[config.mk]
export PLATFORM = sky130hd
export DESIGN_NAME = vram_arbiter_flat
export DESIGN_NICKNAME = d
export VERILOG_FILES = /design/src/rtl/vram_pkg.sv /design/src/rtl/vram_arbiter_if.sv /design/src/rtl/vram_write_fifo.sv /design/src/rtl/vram_arbiter.sv /design/src/flat_wrapper.sv
export SDC_FILE = /design/constraint.sdc
export NUM_CORES = 1
export LEC_CHECK = 0
export CAP_MARGIN = 20
export CORE_MARGIN = 10
export CORE_UTILIZATION = 52
export CTS_CLUSTER_SIZE = 16
export DETAILED_ROUTE_END_ITERATION = 7
export PLACE_DENSITY = 0.78
export SYNTH_ARGS = -nofsm -noshare
export SYNTH_HDL_FRONTEND = slang
export SYNTH_SLANG_ARGS = --single-unit
[constraint.sdc]
create_clock -name Clock -period 2.3 [get_ports Clock]
set_input_delay 0.575 -clock Clock [delete_from_list [all_inputs] [get_ports Clock]]
set_output_delay 0.575 -clock Clock [all_outputs]
set_load 0.01 [all_outputs]
[src/rtl/vram_pkg.sv]
// Shared definitions for the video RAM arbitration path: grant encoding,
// default bus widths and the fetch latency the VGA fetch logic is built around.
package vram_pkg;

  // Port owner for one RAM cycle. Ownership is re-decided every cycle.
  typedef enum logic [1:0] {
    GNT_IDLE = 2'd0,
    GNT_VGA  = 2'd1,
    GNT_CPU  = 2'd2
  } grant_t;

  localparam int VRAM_ADDR_W     = 15;
  localparam int VRAM_DATA_W     = 3;
  localparam int VRAM_FIFO_DEPTH = 4;

  // Cycles from iVgaReq being sampled to oVgaValid; the VGA block schedules
  // its pixel pipeline against this number.
  localparam int VRAM_FETCH_LAT  = 3;

  // Width of an occupancy counter able to hold 0..depth inclusive.
  function automatic int cntWidth(input int depth);
    return $clog2(depth) + 1;
  endfunction

endpackage

[src/rtl/vram_arbiter_if.sv]
// Bus bundle between the arbiter, the VGA fetch logic, MiniAlu stores and
// the video RAM macro.
//
// Handshake semantics:
//   - VGA fetch: iVgaReq is a one-cycle request with iVgaAddr; it is never
//     back-pressured. oVgaValid pulses exactly once per request, a fixed
//     VRAM_FETCH_LAT cycles later, with oVgaData.
//   - CPU store: a store transfers on a clock edge where iCpuWrEn && oCpuReady.
//     oCpuReady depends only on registered state, never on iCpuWrEn.
//     iCpuWrEn while oCpuReady is low is a lost store and sets oCpuOverflow.
//   - RAM: oRamAddr/oRamData/oRamWe are registered; iRamData returns the word
//     at the address presented one cycle earlier.
interface vram_arbiter_if
  import vram_pkg::*;
#(
  parameter int ADDR_W     = VRAM_ADDR_W,
  parameter int DATA_W     = VRAM_DATA_W,
  parameter int FIFO_DEPTH = VRAM_FIFO_DEPTH
);
  localparam int CNT_W = cntWidth(FIFO_DEPTH);

  logic              iVgaReq;
  logic [ADDR_W-1:0] iVgaAddr;
  logic              oVgaValid;
  logic [DATA_W-1:0] oVgaData;

  logic              iCpuWrEn;
  logic [ADDR_W-1:0] iCpuAddr;
  logic [DATA_W-1:0] iCpuData;
  logic              oCpuReady;
  logic              oCpuOverflow;

  logic [ADDR_W-1:0] oRamAddr;
  logic [DATA_W-1:0] oRamData;
  logic              oRamWe;
  logic [DATA_W-1:0] iRamData;

  // Observation points: current grant and write-buffer occupancy.
  grant_t            dbgGntState;
  logic [CNT_W-1:0]  dbgFifoCount;

  // Arbiter side.
  modport slave (
    input  iVgaReq, iVgaAddr, iCpuWrEn, iCpuAddr, iCpuData, iRamData,
    output oVgaValid, oVgaData, oCpuReady, oCpuOverflow,
    output oRamAddr, oRamData, oRamWe, dbgGntState, dbgFifoCount
  );

  // Client / RAM side.
  modport master (
    output iVgaReq, iVgaAddr, iCpuWrEn, iCpuAddr, iCpuData, iRamData,
    input  oVgaValid, oVgaData, oCpuReady, oCpuOverflow,
    input  oRamAddr, oRamData, oRamWe, dbgGntState, dbgFifoCount
  );

endinterface

[src/rtl/vram_write_fifo.sv]
// Small synchronous FIFO buffering {addr,data} pixel stores until the RAM
// port is free. No bypass: an entry is visible at the head only from the
// cycle after it was pushed.
module vram_write_fifo
  import vram_pkg::*;
#(
  parameter int ADDR_W = VRAM_ADDR_W,
  parameter int DATA_W = VRAM_DATA_W,
  parameter int DEPTH  = VRAM_FIFO_DEPTH
) (
  input  logic                     Clock,
  input  logic                     Reset,
  input  logic                     iPush,
  input  logic [ADDR_W-1:0]        iPushAddr,
  input  logic [DATA_W-1:0]        iPushData,
  input  logic                     iPop,
  output logic [ADDR_W-1:0]        oHeadAddr,
  output logic [DATA_W-1:0]        oHeadData,
  output logic                     oFull,
  output logic                     oEmpty,
  output logic [cntWidth(DEPTH)-1:0] oCount
);
  localparam int PTR_W = $clog2(DEPTH);
  localparam int CNT_W = cntWidth(DEPTH);
  localparam int ENT_W = ADDR_W + DATA_W;

  logic [ENT_W-1:0] mem [DEPTH];
  logic [PTR_W-1:0] wrPtr;
  logic [PTR_W-1:0] rdPtr;
  logic [CNT_W-1:0] count;
  logic             doPush;
  logic             doPop;

  // Guard against caller misuse so the pointers can never desynchronise.
  assign doPush = iPush && !oFull;
  assign doPop  = iPop  && !oEmpty;

  assign oFull  = (count == CNT_W'(DEPTH));
  assign oEmpty = (count == '0);
  assign oCount = count;
  assign {oHeadAddr, oHeadData} = mem[rdPtr];

  // Pointer and occupancy bookkeeping; pointers wrap naturally at DEPTH.
  always_ff @(posedge Clock or posedge Reset) begin
    if (Reset) begin
      wrPtr <= '0;
      rdPtr <= '0;
      count <= '0;
    end else begin
      if (doPush) wrPtr <= wrPtr + PTR_W'(1);
      if (doPop)  rdPtr <= rdPtr + PTR_W'(1);
      case ({doPush, doPop})
        2'b10:   count <= count + CNT_W'(1);
        2'b01:   count <= count - CNT_W'(1);
        default: count <= count;
      endcase
    end
  end

  // Entry storage; contents are don't-care until counted as valid.
  always_ff @(posedge Clock) begin
    if (doPush) mem[wrPtr] <= {iPushAddr, iPushData};
  end

endmodule

[src/rtl/vram_arbiter.sv]
// Single-port video RAM arbiter. VGA scanout reads always win the port;
// MiniAlu stores are buffered and drained in any cycle VGA leaves free.
module vram_arbiter
  import vram_pkg::*;
#(
  parameter int ADDR_W     = VRAM_ADDR_W,
  parameter int DATA_W     = VRAM_DATA_W,
  parameter int FIFO_DEPTH = VRAM_FIFO_DEPTH
) (
  input logic           Clock,
  input logic           Reset,
  vram_arbiter_if.slave bus
);
  localparam int CNT_W = cntWidth(FIFO_DEPTH);

  grant_t            gntState;
  grant_t            gntNext;

  logic              fifoFull;
  logic              fifoEmpty;
  logic [CNT_W-1:0]  fifoCount;
  logic [ADDR_W-1:0] headAddr;
  logic [DATA_W-1:0] headData;
  logic              cpuReady;
  logic              cpuPush;
  logic              fifoPop;

  logic [ADDR_W-1:0] ramAddrQ;
  logic [DATA_W-1:0] ramDataQ;
  logic              ramWeQ;
  logic [ADDR_W-1:0] ramAddrNext;
  logic [DATA_W-1:0] ramDataNext;
  logic              ramWeNext;

  logic              fetchVld2;
  logic              vgaValidQ;
  logic [DATA_W-1:0] vgaDataQ;
  logic              overflowQ;

  // Ready comes from the registered count only, so it never depends on iCpuWrEn.
  assign cpuReady = !fifoFull;
  assign cpuPush  = bus.iCpuWrEn && cpuReady;

  vram_write_fifo #(
    .ADDR_W (ADDR_W),
    .DATA_W (DATA_W),
    .DEPTH  (FIFO_DEPTH)
  ) uWriteFifo (
    .Clock     (Clock),
    .Reset     (Reset),
    .iPush     (cpuPush),
    .iPushAddr (bus.iCpuAddr),
    .iPushData (bus.iCpuData),
    .iPop      (fifoPop),
    .oHeadAddr (headAddr),
    .oHeadData (headData),
    .oFull     (fifoFull),
    .oEmpty    (fifoEmpty),
    .oCount    (fifoCount)
  );

  // Grant state register: one owner per RAM cycle.
  always_ff @(posedge Clock or posedge Reset) begin
    if (Reset) gntState <= GNT_IDLE;
    else       gntState <= gntNext;
  end

  // Next owner: VGA is hard real-time, CPU only drains buffered stores, so an
  // entry pushed this cycle cannot be granted until the next one.
  always_comb begin
    gntNext = GNT_IDLE;
    if (bus.iVgaReq)     gntNext = GNT_VGA;
    else if (!fifoEmpty) gntNext = GNT_CPU;
  end

  // RAM port values for the upcoming cycle; idle holds address/data to avoid
  // needless toggling on the RAM pins.
  always_comb begin
    ramAddrNext = ramAddrQ;
    ramDataNext = ramDataQ;
    ramWeNext   = 1'b0;
    fifoPop     = 1'b0;
    case (gntNext)
      GNT_VGA: begin
        ramAddrNext = bus.iVgaAddr;
      end
      GNT_CPU: begin
        ramAddrNext = headAddr;
        ramDataNext = headData;
        ramWeNext   = 1'b1;
        fifoPop     = 1'b1;
      end
      default: begin
        ramWeNext   = 1'b0;
      end
    endcase
  end

  // Registered RAM drive, captured together with the grant.
  always_ff @(posedge Clock or posedge Reset) begin
    if (Reset) begin
      ramAddrQ <= '0;
      ramDataQ <= '0;
      ramWeQ   <= 1'b0;
    end else begin
      ramAddrQ <= ramAddrNext;
      ramDataQ <= ramDataNext;
      ramWeQ   <= ramWeNext;
    end
  end

  // Fetch return pipeline: VGA grant -> RAM data valid -> registered pixel.
  always_ff @(posedge Clock or posedge Reset) begin
    if (Reset) begin
      fetchVld2 <= 1'b0;
      vgaValidQ <= 1'b0;
      vgaDataQ  <= '0;
    end else begin
      fetchVld2 <= (gntState == GNT_VGA);
      vgaValidQ <= fetchVld2;
      if (fetchVld2) vgaDataQ <= bus.iRamData;
    end
  end

  // Sticky record of any store lost to a full buffer.
  always_ff @(posedge Clock or posedge Reset) begin
    if (Reset)                            overflowQ <= 1'b0;
    else if (bus.iCpuWrEn && !cpuReady)   overflowQ <= 1'b1;
  end

  assign bus.oRamAddr     = ramAddrQ;
  assign bus.oRamData     = ramDataQ;
  assign bus.oRamWe       = ramWeQ;
  assign bus.oVgaValid    = vgaValidQ;
  assign bus.oVgaData     = vgaDataQ;
  assign bus.oCpuReady    = cpuReady;
  assign bus.oCpuOverflow = overflowQ;
  assign bus.dbgGntState  = gntState;
  assign bus.dbgFifoCount = fifoCount;

endmodule

[src/flat_wrapper.sv]
// flat-port wrapper written by rule: the top's interface ports become plain ports
module vram_arbiter_flat import vram_pkg::*;
#(
  parameter int ADDR_W     = VRAM_ADDR_W,
  parameter int DATA_W     = VRAM_DATA_W,
  parameter int FIFO_DEPTH = VRAM_FIFO_DEPTH
)
  (Clock, Reset, bus_iVgaReq, bus_iVgaAddr, bus_iCpuWrEn, bus_iCpuAddr, bus_iCpuData, bus_iRamData, bus_oVgaValid, bus_oVgaData, bus_oCpuReady, bus_oCpuOverflow, bus_oRamAddr, bus_oRamData, bus_oRamWe, bus_dbgGntState, bus_dbgFifoCount);
  vram_arbiter_if #(.ADDR_W(ADDR_W), .DATA_W(DATA_W), .FIFO_DEPTH(FIFO_DEPTH)) bus_i ();
  input logic Clock;
  input logic Reset;
  input wire logic [$bits(bus_i.iVgaReq)-1:0] bus_iVgaReq;
  input wire logic [$bits(bus_i.iVgaAddr)-1:0] bus_iVgaAddr;
  input wire logic [$bits(bus_i.iCpuWrEn)-1:0] bus_iCpuWrEn;
  input wire logic [$bits(bus_i.iCpuAddr)-1:0] bus_iCpuAddr;
  input wire logic [$bits(bus_i.iCpuData)-1:0] bus_iCpuData;
  input wire logic [$bits(bus_i.iRamData)-1:0] bus_iRamData;
  output wire logic [$bits(bus_i.oVgaValid)-1:0] bus_oVgaValid;
  output wire logic [$bits(bus_i.oVgaData)-1:0] bus_oVgaData;
  output wire logic [$bits(bus_i.oCpuReady)-1:0] bus_oCpuReady;
  output wire logic [$bits(bus_i.oCpuOverflow)-1:0] bus_oCpuOverflow;
  output wire logic [$bits(bus_i.oRamAddr)-1:0] bus_oRamAddr;
  output wire logic [$bits(bus_i.oRamData)-1:0] bus_oRamData;
  output wire logic [$bits(bus_i.oRamWe)-1:0] bus_oRamWe;
  output wire logic [$bits(bus_i.dbgGntState)-1:0] bus_dbgGntState;
  output wire logic [$bits(bus_i.dbgFifoCount)-1:0] bus_dbgFifoCount;
  assign bus_i.iVgaReq = bus_iVgaReq;
  assign bus_i.iVgaAddr = bus_iVgaAddr;
  assign bus_i.iCpuWrEn = bus_iCpuWrEn;
  assign bus_i.iCpuAddr = bus_iCpuAddr;
  assign bus_i.iCpuData = bus_iCpuData;
  assign bus_i.iRamData = bus_iRamData;
  assign bus_oVgaValid = bus_i.oVgaValid;
  assign bus_oVgaData = bus_i.oVgaData;
  assign bus_oCpuReady = bus_i.oCpuReady;
  assign bus_oCpuOverflow = bus_i.oCpuOverflow;
  assign bus_oRamAddr = bus_i.oRamAddr;
  assign bus_oRamData = bus_i.oRamData;
  assign bus_oRamWe = bus_i.oRamWe;
  assign bus_dbgGntState = bus_i.dbgGntState;
  assign bus_dbgFifoCount = bus_i.dbgFifoCount;
  vram_arbiter #(.ADDR_W(ADDR_W), .DATA_W(DATA_W), .FIFO_DEPTH(FIFO_DEPTH)) u_core (.Clock(Clock), .Reset(Reset), .bus(bus_i));
endmodule
# Word level (Yosys, flattened, before mapping)
# Memory sizes are Yosys's and may differ from the RTL's.
# Cells that the tools add are included.
# classes
n_reduce_logical	9
order_cmp	0
bitwise	0
mux	7
shifts	0
multipliers	0
n_eq_ne	6
n_addsub	4
div	0
# op_table
operator	count
15-bit case mux with 2 select lines	1
2-bit by 1-bit equality test with 1-bit output, second input constant	3
3-bit case mux with 2 select lines	1
2-bit by 1-bit adder with 2-bit output, second input constant	2
2-bit equality test, second input constant	2
1-bit logical AND	4
2-bit two-way mux	2
2-bit nonzero test	2
3-bit by 1-bit adder with 3-bit output, second input constant	1
3-bit equality test, second input constant	1
3-bit logical NOT	1
1-bit two-way mux	3
3-bit by 1-bit subtractor with 3-bit output, second input constant	1
1-bit logical NOT	2
# totals
latch_bits	0
mem_count	1
ff_bits	34
mem_bits_rw	72
rom_bits	0
word_cells	38
out_inout_bits	30
# memory_table
name	depth	word_bits	read_ports	rd_ports_with_merged_regs	wr	line	rtl
u_core.uWriteFifo.mem	4	18	1	0	1	vram_write_fifo.sv:27	logic [ENT_W-1:0] mem [DEPTH];

# Depth between registers and ports, before layout
# depth
word_depth	8
ltp_mapped	10

# Modules after synthesis
# A second synthesis with hierarchy kept.
# unflattened
hier_cells	221
area_unflattened_um2	4145.2
# by_module_without_submodules
mod	area_per_inst_um2	n_inst	cells_per_inst
vram_write_fifo	3041.7	1	132
vram_arbiter	1103.6	1	89

# Worst setup path before layout
# Ideal clock, no wire load.
# synth_timing
path_type	input port to flip-flop
startpoint	in bus_iVgaReq
endpoint	reg u_core.uWriteFifo.count[2], in the netlist u_core.uWriteFifo.oCount[2]
arrival_ns	2.129
path_stages	10
n_path_buf	2
setup_ns	0.080
slack_ns	0.091
required_time_ns	2.220
path_cell_list	buf_2 > or2_1 > buf_6 > inv_6 > ha_1 > inv_1 > fa_1 > xor2_1 > nor2_1 > xor2_1
# synth_between
elab_chain_len	6
word_cells_on_any_way	8
# synth_lines
element	line	rtl
from (decl)	flat_wrapper.sv:12	input wire logic [$bits(bus_i.iVgaReq)-1:0] bus_iVgaReq;
2-bit two-way mux (*)	vram_arbiter.sv:72	if (bus.iVgaReq) gntNext = GNT_VGA;
2-bit equality test (*)	vram_arbiter.sv:83	case (gntNext)
1-bit two-way mux (*)	vram_arbiter.sv:83	
1-bit logical AND (*)	vram_write_fifo.sv:36	assign doPop = iPop && !oEmpty;
via u_core.uWriteFifo.doPop	vram_write_fifo.sv:32	logic doPop;
2-bit by 1-bit equality test with 1-bit output / 2-bit equality test (equally long branches)	vram_write_fifo.sv:52	case ({doPush, doPop})
3-bit case mux with 2 select lines / 2-bit nonzero test (equally long branches)	n/a	
to (signal assigned)	vram_write_fifo.sv:53	2'b10: count <= count + CNT_W'(1);
to (signal assigned)	vram_write_fifo.sv:54	2'b01: count <= count - CNT_W'(1);
to (signal assigned)	vram_write_fifo.sv:55	default: count <= count;
to (decl)	vram_write_fifo.sv:30	logic [CNT_W-1:0] count;
# Mark *: on every way through the listed nets, which the timed path passes. The rest lies on a longest branch.
# A chain may end at the register's enable or synchronous reset.

# Worst setup path after layout
# layout_timing
startpoint	reg u_core.uWriteFifo.count[1], in the netlist u_core.uWriteFifo.oCount[1]
endpoint	out bus_oCpuReady
# layout_between
elab_chain_len	2
# layout_lines
element	line	rtl
3-bit equality test	vram_write_fifo.sv:38	assign oFull = (count == CNT_W'(DEPTH));
1-bit logical NOT	vram_arbiter.sv:41	assign cpuReady = !fifoFull;
to (decl)	flat_wrapper.sv:20	output wire logic [$bits(bus_i.oCpuReady)-1:0] bus_oCpuReady;
# No other way between the ends.

==> run metrics <==
setup TNS=0 ns; commonest non-fill, non-tap cell in the layout=edfxtp_1; WP buf/inv=2; post-synthesis sequential area ratio=0.725; Detail Route Antenna Nets=0; setup ws final=0.0953 ns; Post-DP Area=5050 sq um; maximum buffer depth of the clock tree=2; cell count after synthesis=222; diodes inserted=0; Slew Limit Fails=0; routing usage on met3=0.0328; power density over cell area=1150 nW/um^2; Register Area=3020 sq um; initial antenna violation count=0; # IOs=70; vias in the first global route=2,305; kind of critical path=register to output port; clock power share=0.189; top post-synthesis cells by area=edfxtp_1 (52%), dfrtp_1 (20%), mux4_2 (9.8%); Sw Share=0.300; worst slack, placed=-0.153 ns; top_reg_cell synth=edfxtp_1; internal power=4.22 mW; outcome=complete, no violations; largest net degree at the start of global routing=35; Clk pin slew, worst setup/hold paths=0.10 ns; Comb pwr share=0.338; Final Instance Area=5270 sq um; Psw=1.81 mW; CP max FO=5; fin crit period=2.20 ns; Syn Nets=268; Seq cells post-synth=106; initial drt markers=55; htree depth=3; fill cell total of the finished layout=550; leading area contributor after synthesis=edfxtp_1; post-synth top area share=0.520; ys async rst share=0.321; Leak Pwr=1.97 nW; CP peak stage delay=0.48 ns; HP Class=register to register; Max transition margin=0.416; routability cong.=0.737; HPWL Detailed=5560 um; Num CTS Buffers=9; via total after detailed routing=2,160; layout cells sized above 1=0.234; Vias/cell=5.17; period utilisation layout=0.959; Crit path max-delay family=buffers and inverters; FMAX=0.454 GHz; CTS tree=done; grt total ovfl=0; met2 usage=0.222; EDFF count, synth=72; RSZ-0062 raised after global routing=no; die area=12,000 sq um; HP Start=u_core.bus.dbgGntState[1]; multi-input logic area=968 sq um; global route hottest layer=met2; Avg Cell Area, Syn=18.7 sq um; Initial Util=0.535; DRC viols=0; Final Setup Violations=0; DRT Wirelength=7650 um; Distinct cells, synth=32; Worst Path Required=1.73 ns; Setup crit end kind=output port; CP startpoint=u_core.uWriteFifo.oCount[1]; Clock Skew=0.00836 ns; slew at the pin closest to its max-slew limit=0.869 ns; met1 usage=0.167; die width=109 um; most frequent cells in the layout=edfxtp_1 (72), clkdlybuf4s50_1 (69), dfrtp_1 (31); wire length of the first global-routing pass=12,300 um; # rows=32; Data arrival, critical path=1.63 ns; Crit-path slowest cell=dfrtp_2; die height=109 um; Routed WL per cell=18.3 um; Ys Warns=0; Final Core Density=0.678; nets@finish=357; clk root buf=clkbuf_8; worst path cell trace=nor3b_2 -> inv_1 -> clkdlybuf4s50_1; DR pass1 iterations=4; r2r startpoint=u_core.uWriteFifo.oCount[1]; Reg power frac=0.473; Post-Syn Area=4160 sq um; Max-Cap Viols=0; CP Launch Type=register; Core Box Area=7770 sq um; number of clock sinks=106; Skew-Pair Late Insertion Delay=0.37 ns; port buffer count=69; Area Overhead vs Synth=26.8%; final hold violations=0; VDD IR max=0.000492 V; gr usage total=0.135
[flip-flops by register name, summed over array words and instances, names as in the netlist, 2 cells and up]
name                      count
u_core.bus.dbgGntState        2
u_core.uWriteFifo.mem        72
u_core.bus.oRamAddr          15
u_core.uWriteFifo.wrPtr       2
u_core.bus.oRamData           3
u_core.uWriteFifo.rdPtr       2
u_core.bus.oVgaData           3
u_core.uWriteFifo.oCount      3
[metrics by stage]
stage	hold WS, ns	power (mW)	cells
global route	0.464	6.39	418
CTS	0.434	6.11	418
global placement	0.418	4.91	401
floorplan	0.416	4.07	222
finish	0.434	6.04	418
detailed placement	0.420	4.97	401
[Yosys cell counts, drive strengths merged (2+ instances only)]
| cell | count |
|---|---|
| mux4 | 18 |
| xor2 | 3 |
| clkbuf | 2 |
| ha | 5 |
| a22oi | 15 |
| inv | 26 |
| nor2b | 2 |
| xnor2 | 3 |
| o21ai | 15 |
| nor3 | 2 |
| edfxtp | 72 |
| and2 | 4 |
| dfrtp | 34 |
| buf | 7 |
| mux2 | 7 |
[cells by family after synthesis]
logic type,share of synthesized area
DFF,0.725
buffers and inverters,0.0419
AOI/OAI and AO/OA,0.0551
muxes,0.122
and+or+nand+nor,0.0238
xor gates and xnor gates,0.0126
adders and majority gates,0.0199
[layer usage]
metal / vias up / wire [um]
li1: 1014 / -
met1: 1082 / 3320
met2: 51 / 3760
met3: 13 / 418
met4: 0 / 148
met5: - / 0
[worst reg2reg max path, delay by kind of cell, from the launching register on]
kind	cells	cell delay, ns
simple gates	3	0.40
xor+xnor	2	0.31
fa+ha+maj	2	0.53
flops	1	0.48
buf+inv	3	0.27
[final timing paths]
check | cells after the start | to | slack (ns)
min in group asynchronous | 3 | u_core.bus.oRamAddr[8] | 0.59
worst min register to register | 1 | u_core.fetchVld2 | 0.43
max in group asynchronous | 3 | u_core.uWriteFifo.oCount[0] | 1.38
worst max register to register | 10 | u_core.uWriteFifo.oCount[2] | 0.23
worst min-delay path | 1 | u_core.fetchVld2 | 0.43
worst max-delay path | 3 | bus_oCpuReady | 0.1
[cell type report]
class	count	area share
clock buffer	9	0.0235
clock inverter	7	0.0150
inverter	26	0.0195
multi-input combinational	81	0.184
sequential	106	0.573
tap	102	0.0242
timing repair buffer	87	0.161
[power by group through the flow]
stage,logic [mW],registers [mW],clock network [mW]
floorplan,1.18,2.89,0
global placement,2.03,2.87,0
detailed placement,2.08,2.90,0
CTS,2.08,2.86,1.17
global route,2.24,2.92,1.23
finish,2.04,2.85,1.14
[timing repair]
item,in CTS,in global routing
endpoints found under the hold margin,0,0
gates cloned,0,0
setup buffers,1,0
resized for setup,1,2
hold buffers,0,0
pin swaps,1,0
endpoints found under the setup margin,1,1
(Power assumes the default switching activity.)
